===== config.mk =====
export PLATFORM = sky130hd
export DESIGN_NAME = shape_processor_ctrl_bank
export DESIGN_NICKNAME = d
export VERILOG_FILES = /design/src/rtl/shape_processor_ctrl_bank.sv
export SDC_FILE = /design/constraint.sdc
export NUM_CORES = 1
export LEC_CHECK = 0
export CAP_MARGIN = 40
export CELL_PAD_IN_SITES_DETAIL_PLACEMENT = 1
export CELL_PAD_IN_SITES_GLOBAL_PLACEMENT = 1
export CORE_MARGIN = 5
export CORE_UTILIZATION = 40
export DETAILED_ROUTE_END_ITERATION = 16
export HOLD_SLACK_MARGIN = 0.05
export MAX_ROUTING_LAYER = met4
export PLACE_DENSITY = 0.85
export SYNTH_ARGS = -nofsm -noshare
export SYNTH_HDL_FRONTEND = slang
export SYNTH_SLANG_ARGS = --single-unit

===== constraint.sdc =====
create_clock -name clk -period 3.2 [get_ports clk]
set_input_delay 0.64 -clock clk [delete_from_list [all_inputs] [get_ports clk]]
set_output_delay 0.64 -clock clk [all_outputs]
set_load 0.03 [all_outputs]

===== src/rtl/shape_processor_ctrl_bank.sv =====
// Multi-channel CTRL register bank for the shape processor family.
// Each channel holds SHAPE/OPERATION, a sticky ILLEGAL flag and a saturating
// error counter. There is an optional shadow copy that a COMMIT write transfers
// to the active copy.
module shape_processor_ctrl_bank #(
    parameter int unsigned NUM_CHANNELS = 4,
    parameter bit          SHADOWED     = 1'b0,
    parameter int unsigned ERR_CNT_W    = 8,
    parameter int unsigned AW           = $clog2(2 * NUM_CHANNELS + 1)
) (
    input  logic                      clk,
    input  logic                      rst,
    input  logic                      write,
    input  logic [AW-1:0]             write_addr,
    input  logic [31:0]               write_data,
    input  logic                      read,
    input  logic [AW-1:0]             read_addr,
    output logic [31:0]               read_data,
    output logic                      read_valid,
    output logic                      error,
    output logic [3*NUM_CHANNELS-1:0] shape_out,
    output logic [3*NUM_CHANNELS-1:0] operation_out
);

    localparam logic [2:0]           KeepVal = 3'd7;
    localparam logic [ERR_CNT_W-1:0] CntMax  = '1;

    logic [2:0]           act_shape_q [NUM_CHANNELS];
    logic [2:0]           act_shape_d [NUM_CHANNELS];
    logic [2:0]           act_op_q    [NUM_CHANNELS];
    logic [2:0]           act_op_d    [NUM_CHANNELS];
    logic [2:0]           shd_shape_q [NUM_CHANNELS];
    logic [2:0]           shd_shape_d [NUM_CHANNELS];
    logic [2:0]           shd_op_q    [NUM_CHANNELS];
    logic [2:0]           shd_op_d    [NUM_CHANNELS];
    logic [ERR_CNT_W-1:0] cnt_q       [NUM_CHANNELS];
    logic [ERR_CNT_W-1:0] cnt_d       [NUM_CHANNELS];
    logic [NUM_CHANNELS-1:0] illegal_q, illegal_d;
    logic [31:0] read_data_q, read_data_d;
    logic        read_valid_q, read_valid_d;
    logic        error_q, error_d;

    logic [2:0]  wr_shape, wr_op, tgt_shape, tgt_op, res_shape, res_op;
    logic        wr_reserved;
    logic [31:0] rd_val;
    logic        unused_wdata;

    assign unused_wdata = ^{write_data[31:7], write_data[3]};

    function automatic logic pair_legal(logic [2:0] s, logic [2:0] o);
        case (o)
            3'd0, 3'd1: return s <= 3'd2;
            3'd2:       return s == 3'd1;
            3'd3, 3'd4: return s == 3'd2;
            default:    return 1'b0;
        endcase
    endfunction

    // Read mux and all next-state logic; reads always see pre-write state.
    always_comb begin
        act_shape_d = act_shape_q;
        act_op_d    = act_op_q;
        shd_shape_d = shd_shape_q;
        shd_op_d    = shd_op_q;
        cnt_d       = cnt_q;
        illegal_d   = illegal_q;
        error_d     = 1'b0;
        wr_shape    = write_data[2:0];
        wr_op       = write_data[6:4];
        wr_reserved = (wr_shape inside {[3'd3:3'd6]}) || (wr_op inside {3'd5, 3'd6});
        tgt_shape   = '0;
        tgt_op      = '0;
        res_shape   = '0;
        res_op      = '0;
        rd_val      = '0;

        for (int c = 0; c < NUM_CHANNELS; c++) begin
            if (read_addr == AW'(2 * c)) begin
                rd_val = {25'd0, act_op_q[c], 1'b0, act_shape_q[c]};
            end else if (read_addr == AW'(2 * c + 1)) begin
                rd_val[0] = illegal_q[c];
                rd_val[1] = SHADOWED && ((shd_shape_q[c] != act_shape_q[c]) ||
                                         (shd_op_q[c] != act_op_q[c]));
                rd_val[8 +: ERR_CNT_W] = cnt_q[c];
            end
        end
        read_valid_d = read;
        read_data_d  = read ? rd_val : read_data_q;

        if (write) begin
            if (write_addr > AW'(2 * NUM_CHANNELS)) begin
                error_d = 1'b1;
            end else if (write_addr == AW'(2 * NUM_CHANNELS)) begin
                if (SHADOWED && write_data[0]) begin
                    act_shape_d = shd_shape_q;
                    act_op_d    = shd_op_q;
                end
            end
            for (int c = 0; c < NUM_CHANNELS; c++) begin
                if (write_addr == AW'(2 * c)) begin
                    // KEEP resolves against whichever copy the write lands in.
                    tgt_shape = SHADOWED ? shd_shape_q[c] : act_shape_q[c];
                    tgt_op    = SHADOWED ? shd_op_q[c] : act_op_q[c];
                    res_shape = (wr_shape == KeepVal) ? tgt_shape : wr_shape;
                    res_op    = (wr_op == KeepVal) ? tgt_op : wr_op;
                    if (!wr_reserved && pair_legal(res_shape, res_op)) begin
                        if (SHADOWED) begin
                            shd_shape_d[c] = res_shape;
                            shd_op_d[c]    = res_op;
                        end else begin
                            act_shape_d[c] = res_shape;
                            act_op_d[c]    = res_op;
                        end
                    end else begin
                        error_d      = 1'b1;
                        illegal_d[c] = 1'b1;
                        if (cnt_q[c] != CntMax) cnt_d[c] = cnt_q[c] + 1'b1;
                    end
                end else if (write_addr == AW'(2 * c + 1) && write_data[0]) begin
                    illegal_d[c] = 1'b0;
                    cnt_d[c]     = '0;
                end
            end
        end
    end

    // State registers; synchronous reset overrides any same-cycle access.
    always_ff @(posedge clk) begin
        if (rst) begin
            for (int c = 0; c < NUM_CHANNELS; c++) begin
                act_shape_q[c] <= '0;
                act_op_q[c]    <= '0;
                shd_shape_q[c] <= '0;
                shd_op_q[c]    <= '0;
                cnt_q[c]       <= '0;
            end
            illegal_q    <= '0;
            read_data_q  <= '0;
            read_valid_q <= 1'b0;
            error_q      <= 1'b0;
        end else begin
            act_shape_q  <= act_shape_d;
            act_op_q     <= act_op_d;
            shd_shape_q  <= shd_shape_d;
            shd_op_q     <= shd_op_d;
            cnt_q        <= cnt_d;
            illegal_q    <= illegal_d;
            read_data_q  <= read_data_d;
            read_valid_q <= read_valid_d;
            error_q      <= error_d;
        end
    end

    // Pack the active registers onto the per-channel datapath outputs.
    always_comb begin
        shape_out     = '0;
        operation_out = '0;
        for (int c = 0; c < NUM_CHANNELS; c++) begin
            shape_out[3*c +: 3]     = act_shape_q[c];
            operation_out[3*c +: 3] = act_op_q[c];
        end
    end

    assign read_data  = read_data_q;
    assign read_valid = read_valid_q;
    assign error      = error_q;

endmodule


==> impl_metrics.py, run 1 <==
metrics = {
    "routing": {
        "wire_per_inst_um": 20.65,
        "drt_pre_antenna_iters": 4,
        "drc_errors": 0,
        "wl_mm": 16.79,
        "vias": 4791,
        "drtIter0Drc": 257,
        "routed_via_density": 5.893,
        "ant_nets": 0,
    },
    "critical_path": {
        "path_cells": "clkdlybuf4s50_1 -> buf_4 -> nand2_1 -> o21ai_0 -> o2111ai_2 -> o21ai_0 -> a2111oi_0 -> buf_4 -> mux2i_1",
        "rrSetupSlack_ns": 0.88,
        "r2r-end": "cnt_q[15]",
        "critPathKind": "input port to flip-flop",
        "cp_max_fo": 11,
        "worst_path_max_delay_cell": "clkdlybuf4s50_1",
        "critPathCaptureType": "flip-flop",
        "slowest_delay_ns": 0.65,
        "rr_startpoint": "operation_out[6]",
        "critical_path_required_ns": 3.44,
        "path_delay_family": "compound AO/OA/AOI/OAI gates",
        "crit_arrival_ns": 3.17,
        "reg2regPathDepth": 7,
        "crit_buf_inv": 3,
        "startpoint_type": "input port",
        "endpoint": "cnt_q[30]",
        "path_depth": 9,
        "crit_start": "write_data[0]",
    },
    "synthesis": {
        "async_flop_share_pct": 0,
        "ys_types": 67,
        "yosysTopAreaCell": "dfxtp_1",
        "synth-edff-count": 0,
        "ys_ff_latch": 76,
        "yosys_warnings": 0,
        "avgSynthCellArea_sq_um": 8.528,
        "ys_seq_area_share_pct": 31.58,
        "synth-main-ff-cell": "dfxtp_1",
        "synth_top_area_share_pct": 31.58,
        "netlist_instances": 565,
        "netlist_top_cells_area": "dfxtp_1, mux2i_1, a21oi_1, nand2_1, or3_1",
        "syn-cell-area_sq_um": 4818,
    },
    "floorplanning": {
        "initial_utilization_pct": 40.45,
        "die_area_sq_um": 14340,
        "die_y_um": 119.8,
        "num_rows": 40,
        "fp.dieW_um": 119.8,
        "pin_count": 102,
        "core_sq_um": 11910,
    },
    "power": {
        "switching_share_pct": 27.68,
        "leakage_nw": 2.130,
        "p_sw_mw": 0.6307,
        "clockPowerShare_pct": 42.2,
        "p_seq_share_pct": 42.2,
        "cell_internal_pwr_mw": 1.648,
        "total_power_mw": 2.278,
        "combPwrFrac_pct": 15.6,
        "peakVddDrop_uv": 206.3,
        "p_per_area_nw_per_um2": 377.6,
    },
    "timing": {
        "slew_headroom_pct": 58.29,
        "min_period_over_period_pct": 91.52,
        "max_freq_ghz": 0.3415,
        "rsz0062_at_grt": "no",
        "finalHoldViolCount": 0,
        "fin_skew_ns": 0.008899,
        "maxSlewViolCount": 0,
        "hold_slack_ns": 0.4836,
        "tightest_slew_ns": 0.6256,
        "fin_crit_ns": 2.928,
        "final.setup.tns_ns": 0,
        "setup_viol": 0,
    },
    "cts": {
        "cts-resized-gates": 0,
        "clk_latency_ns": 0.35,
        "cts_buffer_depth": 2,
        "hold_buffers": 0,
        "cts_setup_buffers": 0,
        "cts_made_buffers": 9,
        "cts_root_buf": "clkbuf_16",
        "cts_sinks": 76,
        "path_clk_slew_ns": 0.06,
        "htree_num_levels": 3,
        "tritoncts": "done",
    },
    "min_path": {
        "worstHoldPathType": "flip-flop to flip-flop",
    },
    "grt": {
        "antenna_found_initial": 0,
        "overflow": 0,
        "grt_pass1_vias": 5059,
        "grt_pass1_wl_mm": 27.15,
        "grtUsageTotal_pct": 24.55,
        "grt_max_degree": 34,
    },
    "layout": {
        "final_common_cell": "dfxtp_1",
        "num_antenna_cells": 0,
        "syn2layout_area_growth_pct": 25.21,
        "layout-drive-gt1-share_pct": 16.22,
        "final_cell_mix": "dfxtp_1, nand2_1, buf_4, clkdlybuf4s50_1",
        "fin_nets": 710,
    },
    "flow_run": {
        "maxCapViolations": 0,
    },
    "placement": {
        "place_congestion": 0.9142,
        "io_buffers": 57,
        "dp_hpwl_mm": 13.05,
    },
    "status": {
        "status": "finished clean",
    },
}
[worst min path at each step]
stage | from | to | slack (ns) | depth (start not counted)
detailed placement | illegal_q[2] | illegal_q[2] | 0.48 | 2
finish | cnt_q[13] | cnt_q[13] | 0.48 | 2
global placement | illegal_q[0] | illegal_q[0] | 0.46 | 2
CTS | cnt_q[13] | cnt_q[13] | 0.49 | 2
floorplan | illegal_q[1] | illegal_q[1] | 0.44 | 2
global route | cnt_q[13] | cnt_q[13] | 0.51 | 2
[synthesized netlist by cell type, types with 6 or more instances]
master     n
dfxtp_1   76
nand2_1   60
a21oi_1   45
mux2i_1   45
nor2_1    42
or3_1     27
o21ai_0   24
nand3_1   23
buf_4     21
inv_1     17
clkbuf_1  11
nand4_1   11
nor3_1     9
a211oi_1   8
nor2b_1    8
mux4_2     7
nand3b_1   7
o221ai_1   7
nor3b_1    6
nor4_1     6
or4_1      6
[per-stage QoR]
stage	cell area [sq um]	cells	util [%]	setup WS, ns
final	6033	813	50.65	0.2715
after global placement	5763	798	48.38	0.06780
after CTS	6033	813	50.65	0.3500
after floorplan	4882	582	-	0.8478
after detailed placement	5763	798	48.38	0.004573
after global routing	6033	813	50.65	0.1776
[power by group through the flow]
stage	Clock [mW]	Combinational [mW]	Sequential, mW
6_report	0.962	0.356	0.961
5_1_grt	1.02	0.381	0.961
4_1_cts	0.983	0.353	0.961
3_5_place_dp	0	0.350	0.981
3_3_place_gp	0	0.337	0.981
2_1_floorplan	0	0.222	0.993
[cell type report]
| class | count | area [sq um] |
|---|---|---|
| timing repair buffer | 114 | 993.5 |
| fill | 1441 | 5878 |
| inverter | 17 | 63.81 |
| multi-input combinational | 444 | 3000 |
| tap | 147 | 183.9 |
| clock buffer | 13 | 260.3 |
| sequential | 76 | 1521 |
| clock inverter | 2 | 10.01 |
[worst reg2reg max path: cells and delay by family (launching register included)]
kind	cells	cell delay, ns
compound gates	3	0.93
buf+inv	1	0.19
flops	1	0.34
mux	1	0.21
simple gates	2	0.58
[registers in the layout, indices dropped and copies added, names as in the netlist]
| name | flops |
|---|---|
| error | 1 |
| read_valid | 1 |
| cnt_q | 32 |
| illegal_q | 4 |
| operation_out | 12 |
| read_data | 14 |
| shape_out | 12 |
[metal layers]
layer	wire (um)	share of wire (%)	track usage, %	vias to the layer above
met2	8498	51	42.58	123
met4	403	2.4	9.234	0
met3	836	5.0	3.959	34
li1	-	-	-	2242
met5	0	0	-	-
met1	7053	42	28.66	2392
[cells by family (layout without fill, tap and decap cells)]
group,after synthesis,in the layout,share of synthesized area [%]
compound gates,129,129,19.50
xor+xnor,1,1,0.1818
fa+ha+maj,4,4,1.039
buf+inv,62,146,7.478
flops,76,76,31.58
mux,55,55,13.32
other cells,1,18,0.07783
simple gates,237,237,26.82
(Power assumes the default switching activity.)
==> run 2, diff against run 1 <==
DONT_BUFFER_PORTS = 1   (was unset)
PLACE_DENSITY = 0.7   (was 0.85)
==> impl_metrics.py, run 2 (synthesized netlist as in run 1, its figures left out) <==
metrics = {
    "floorplanning": {
        "die_y_um": 119.8,
        "initial_utilization_pct": 40.45,
        "die_area_sq_um": 14340,
        "core_sq_um": 11910,
        "num_rows": 40,
        "fp.dieW_um": 119.8,
        "pin_count": 102,
    },
    "layout": {
        "largest_register_ffs": 32,
        "top_register": "cnt_q",
        "layout-drive-gt1-share_pct": 9.222,
        "stdcell_area_sq_um": 5060,
        "fin_nets": 598,
        "fill_cells": 1425,
        "final_core_util_pct": 42.48,
        "syn2layout_area_growth_pct": 5.012,
        "final_cell_mix": "dfxtp_1, nand2_1, mux2i_1, a21oi_1, nor2_1",
        "final_common_cell": "dfxtp_1",
    },
    "power": {
        "p_per_area_nw_per_um2": 426.4,
        "combPwrFrac_pct": 9.2,
        "switching_share_pct": 25.04,
        "peakVddDrop_uv": 173.8,
        "cell_internal_pwr_mw": 1.617,
        "p_seq_share_pct": 45.2,
        "clockPowerShare_pct": 45.6,
        "p_sw_mw": 0.5403,
        "leakage_nw": 1.660,
    },
    "grt": {
        "grt_max_degree": 76,
        "grt_pass1_wl_mm": 24.20,
        "overflow": 0,
        "grtUsageTotal_pct": 21.68,
        "grt_pass1_vias": 4378,
        "antenna_found_initial": 1,
    },
    "cts": {
        "cts_sinks": 76,
        "hold_buffers": 0,
        "path_clk_slew_ns": 0.06,
        "tritoncts": "done",
        "cts_made_buffers": 9,
        "cts_setup_buffers": 0,
        "htree_num_levels": 3,
        "cts_root_buf": "clkbuf_16",
        "cts_buffer_depth": 2,
        "cts-resized-gates": 0,
        "clk_latency_ns": 0.34,
    },
    "placement": {
        "dpl_cell_area_sq_um": 4785,
        "place_congestion": 0.9146,
        "dp_hpwl_mm": 10.93,
        "io_buffers": 0,
    },
    "critical_path": {
        "crit_arrival_ns": 2.71,
        "worst_path_max_delay_cell": "a2111oi_0",
        "slowest_delay_ns": 0.66,
        "critPathCaptureType": "flip-flop",
        "critPathKind": "flip-flop to flip-flop",
        "cp_max_fo": 4,
        "path_cells": "nand3b_1 -> and2_1 -> o211ai_1 -> a21o_1 -> a2111oi_0 -> mux2i_1",
        "startpoint_type": "flip-flop",
        "crit_buf_inv": 0,
        "path_delay_family": "compound AO/OA/AOI/OAI gates",
        "critical_path_required_ns": 3.46,
    },
    "timing": {
        "finalHoldViolCount": 0,
        "fin_skew_ns": 0.005312,
        "final.setup.tns_ns": 0,
        "min_period_over_period_pct": 76.49,
        "rsz0062_at_grt": "no",
        "max_freq_ghz": 0.4086,
        "slew_headroom_pct": 53.62,
        "fin_crit_ns": 2.448,
        "setup_viol": 0,
        "maxSlewViolCount": 0,
        "tightest_slew_ns": 0.6782,
    },
    "status": {
        "status": "finished clean",
    },
    "routing": {
        "top_layer": "met4",
        "wl_mm": 14.63,
        "drt_pre_antenna_iters": 4,
        "wl_met3_um": 954,
        "drtIter0Drc": 283,
        "drc_errors": 0,
        "vias": 4325,
        "wl_met2_mm": 7.089,
        "routed_via_density": 6.170,
        "wire_per_inst_um": 20.87,
        "ant_nets": 0,
        "wl_met1_mm": 6.425,
    },
    "min_path": {
        "worstHoldPathType": "input port to flip-flop",
    },
    "flow_run": {
        "maxCapViolations": 0,
    },
}
==> run 2: metal layers <==
layer  up-vias  track usage (%)
met5         -                -
met4         0            7.158
met3        12            4.383
met2       126            34.85
met1      2160            27.42
li1       2027                -
==> run 2: final cells by class <==
class	count	area [sq um]	area share (%)
Multi-Input combinational cell	444	3000	59.30
Sequential cell	76	1521	30.07
Clock buffer	11	232.7	4.599
Tap cell	147	183.9	3.635
Inverter	17	63.81	1.261
Clock inverter	3	40.04	0.7913
Timing Repair Buffer	2	15.01	0.2967
Antenna cell	1	2.502	0.04946
==> run 2: final timing paths <==
path                     from             to  slack, ns  depth (start not counted)
max          operation_out[9]       cnt_q[5]       0.75                          6
min reg2reg      illegal_q[1]   illegal_q[1]       0.48                          2
max reg2reg  operation_out[9]       cnt_q[5]       0.75                          6
min                       rst  read_data[13]       0.39                          1
==> run 2: power groups by stage <==
stage	Combinational, mW	Sequential [mW]	Clock, mW
finish	0.198	0.975	0.984
detailed placement	0.196	0.996	0
global placement	0.190	0.996	0
floorplan	0.222	0.993	0
CTS	0.197	0.975	1.01
global route	0.217	0.976	1.05
==> run 2: metrics by stage <==
step	cells	total power, mW	setup WS [ns]	hold WS, ns
6_report	701	2.158	0.7524	0.3917
3_3_place_gp	686	1.186	0.7110	0.4470
4_1_cts	700	2.183	0.7309	0.3623
2_1_floorplan	582	1.215	0.8478	0.4419
5_1_grt	701	2.244	0.5844	0.3655
3_5_place_dp	686	1.193	0.6483	0.4601
==> run 3, diff against run 2 <==
PLACE_DENSITY = 0.73   (was 0.7)
clock period = 2.2 ns   (was 3.2 ns; I/O delays follow)
==> impl_metrics.py, run 3 (synthesized netlist as in run 1, its figures left out) <==
metrics = {
    "status": {
        "status": "finished clean",
    },
    "cts": {
        "cts_buffer_depth": 2,
        "htree_num_levels": 3,
        "hold_buffers": 0,
        "tritoncts": "done",
        "cts_root_buf": "clkbuf_16",
        "clk_latency_ns": 0.35,
        "cts_sinks": 76,
        "cts_made_buffers": 9,
        "path_clk_slew_ns": 0.06,
    },
    "floorplanning": {
        "fp.dieW_um": 119.8,
        "initial_utilization_pct": 40.45,
        "pin_count": 102,
        "die_area_sq_um": 14340,
        "num_rows": 40,
        "die_y_um": 119.8,
        "core_sq_um": 11910,
    },
    "routing": {
        "wl_mm": 15.42,
        "wire_per_inst_um": 20.08,
        "ant_nets": 0,
        "drt_pre_antenna_iters": 4,
        "vias": 4549,
        "drc_errors": 0,
        "routed_via_density": 5.923,
        "drtIter0Drc": 242,
    },
    "timing": {
        "slew_headroom_pct": 58.74,
        "rsz0062_at_grt": "yes",
        "min_period_over_period_pct": 94.84,
        "finalHoldViolCount": 0,
        "hold_slack_ns": 0.1644,
        "fin_skew_ns": 0.009602,
        "fin_crit_ns": 2.086,
        "setup_viol": 0,
        "max_freq_ghz": 0.4793,
        "maxSlewViolCount": 0,
        "tightest_slew_ns": 0.6176,
    },
    "power": {
        "p_per_area_nw_per_um2": 579.8,
        "leakage_nw": 2.003,
        "p_sw_mw": 0.8083,
        "cell_internal_pwr_mw": 2.431,
        "combPwrFrac_pct": 10.7,
        "switching_share_pct": 24.95,
        "p_seq_share_pct": 43.7,
        "peakVddDrop_uv": 318.4,
        "clockPowerShare_pct": 45.6,
    },
    "grt": {
        "grt_max_degree": 76,
        "grt_pass1_vias": 4623,
        "grtUsageTotal_pct": 22.45,
        "antenna_found_initial": 0,
        "grt_pass1_wl_mm": 24.94,
        "overflow": 0,
    },
    "critical_path": {
        "crit_arrival_ns": 2.37,
        "critical_path_required_ns": 2.48,
        "slowest_delay_ns": 0.40,
        "worst_path_max_delay_cell": "or3_4",
        "cp_max_fo": 5,
        "path_cells": "nand3b_1 -> and2_1 -> o211a_1 -> buf_4 -> or3_4 -> or3_1 -> a21oi_1",
        "startpoint_type": "flip-flop",
        "critPathKind": "flip-flop to flip-flop",
        "critPathCaptureType": "flip-flop",
    },
    "layout": {
        "num_antenna_cells": 0,
        "top_register": "cnt_q",
        "stdcell_area_sq_um": 5587,
        "fin_nets": 665,
        "largest_register_ffs": 32,
        "final_core_util_pct": 46.90,
        "layout-drive-gt1-share_pct": 19.48,
        "syn2layout_area_growth_pct": 15.94,
        "final_cell_mix": "dfxtp_1, buf_4, nand2_1, mux2i_1, a21oi_1",
        "final_common_cell": "dfxtp_1",
    },
    "placement": {
        "dpl_cell_area_sq_um": 5273,
        "place_congestion": 0.8724,
        "dp_hpwl_mm": 11.72,
        "io_buffers": 0,
    },
    "flow_run": {
        "maxCapViolations": 0,
    },
    "min_path": {
        "worstHoldPathType": "input port to flip-flop",
    },
}
run 3: cell types whose count changed in the layout (fill, tap and decap cells not counted), sizes merged:
cell    delta
clkbuf     +2
buf       +67
diode      -1
clkinv     -1
run 3: critical path: cells and delay by family, from the launching register on:
kind            cells  cell delay, ns
flops               1            0.31
simple gates        4            1.17
compound gates      2            0.38
buf+inv             1            0.15
run 3: metal layers:
layer | part of all wire (%) | track usage (%) | vias up
li1 | - | - | 2159
met3 | 7.1 | 7.116 | 29
met5 | 0 | - | -
met1 | 44 | 27.05 | 2235
met4 | 2.3 | 8.375 | 0
met2 | 47 | 35.31 | 126
run 3: worst paths after layout:
check / startpoint / end / slack [ns] / cells past startpoint
max: operation_out[0] / shape_out[1] / 0.11 / 7
min: rst / read_data[12] / 0.16 / 1
max reg2reg: operation_out[0] / shape_out[1] / 0.11 / 7
min reg2reg: cnt_q[13] / cnt_q[13] / 0.48 / 2
run 3: repair_timing:
action	4_1_cts	5_1_grt
setup buffers	0	2
pin swaps	0	4
cloned	0	0
resized for setup	1	4
setup endpoints to repair	1	7
run 3: stage by stage:
step / worst slack (ns) / cells / setup TNS (ns) / total power [mW]
after global placement: -0.05193 / 751 / -0.05193 / 1.768
after floorplan: 0.04778 / 582 / 0 / 1.767
after global routing: -0.007777 / 768 / -0.007777 / 3.365
after CTS: 0.04769 / 766 / 0 / 3.269
final: 0.1136 / 768 / 0 / 3.239
after detailed placement: -0.03651 / 751 / -0.07159 / 1.781
run 3: power by group through the flow:
stage	combinational (mW)	clock [mW]	sequential, mW
finish	0.346	1.48	1.42
global route	0.373	1.58	1.42
CTS	0.338	1.52	1.42
detailed placement	0.335	0	1.45
global placement	0.323	0	1.45
floorplan	0.323	0	1.44
run 3: cell type report:
type	instances	area (sq um)
tap	147	183.9
fill	1442	6325
clock buffer	13	250.2
sequential	76	1521
timing repair buffer	69	518.0
multi-input combinational	444	3014
clock inverter	2	35.03
inverter	17	63.81
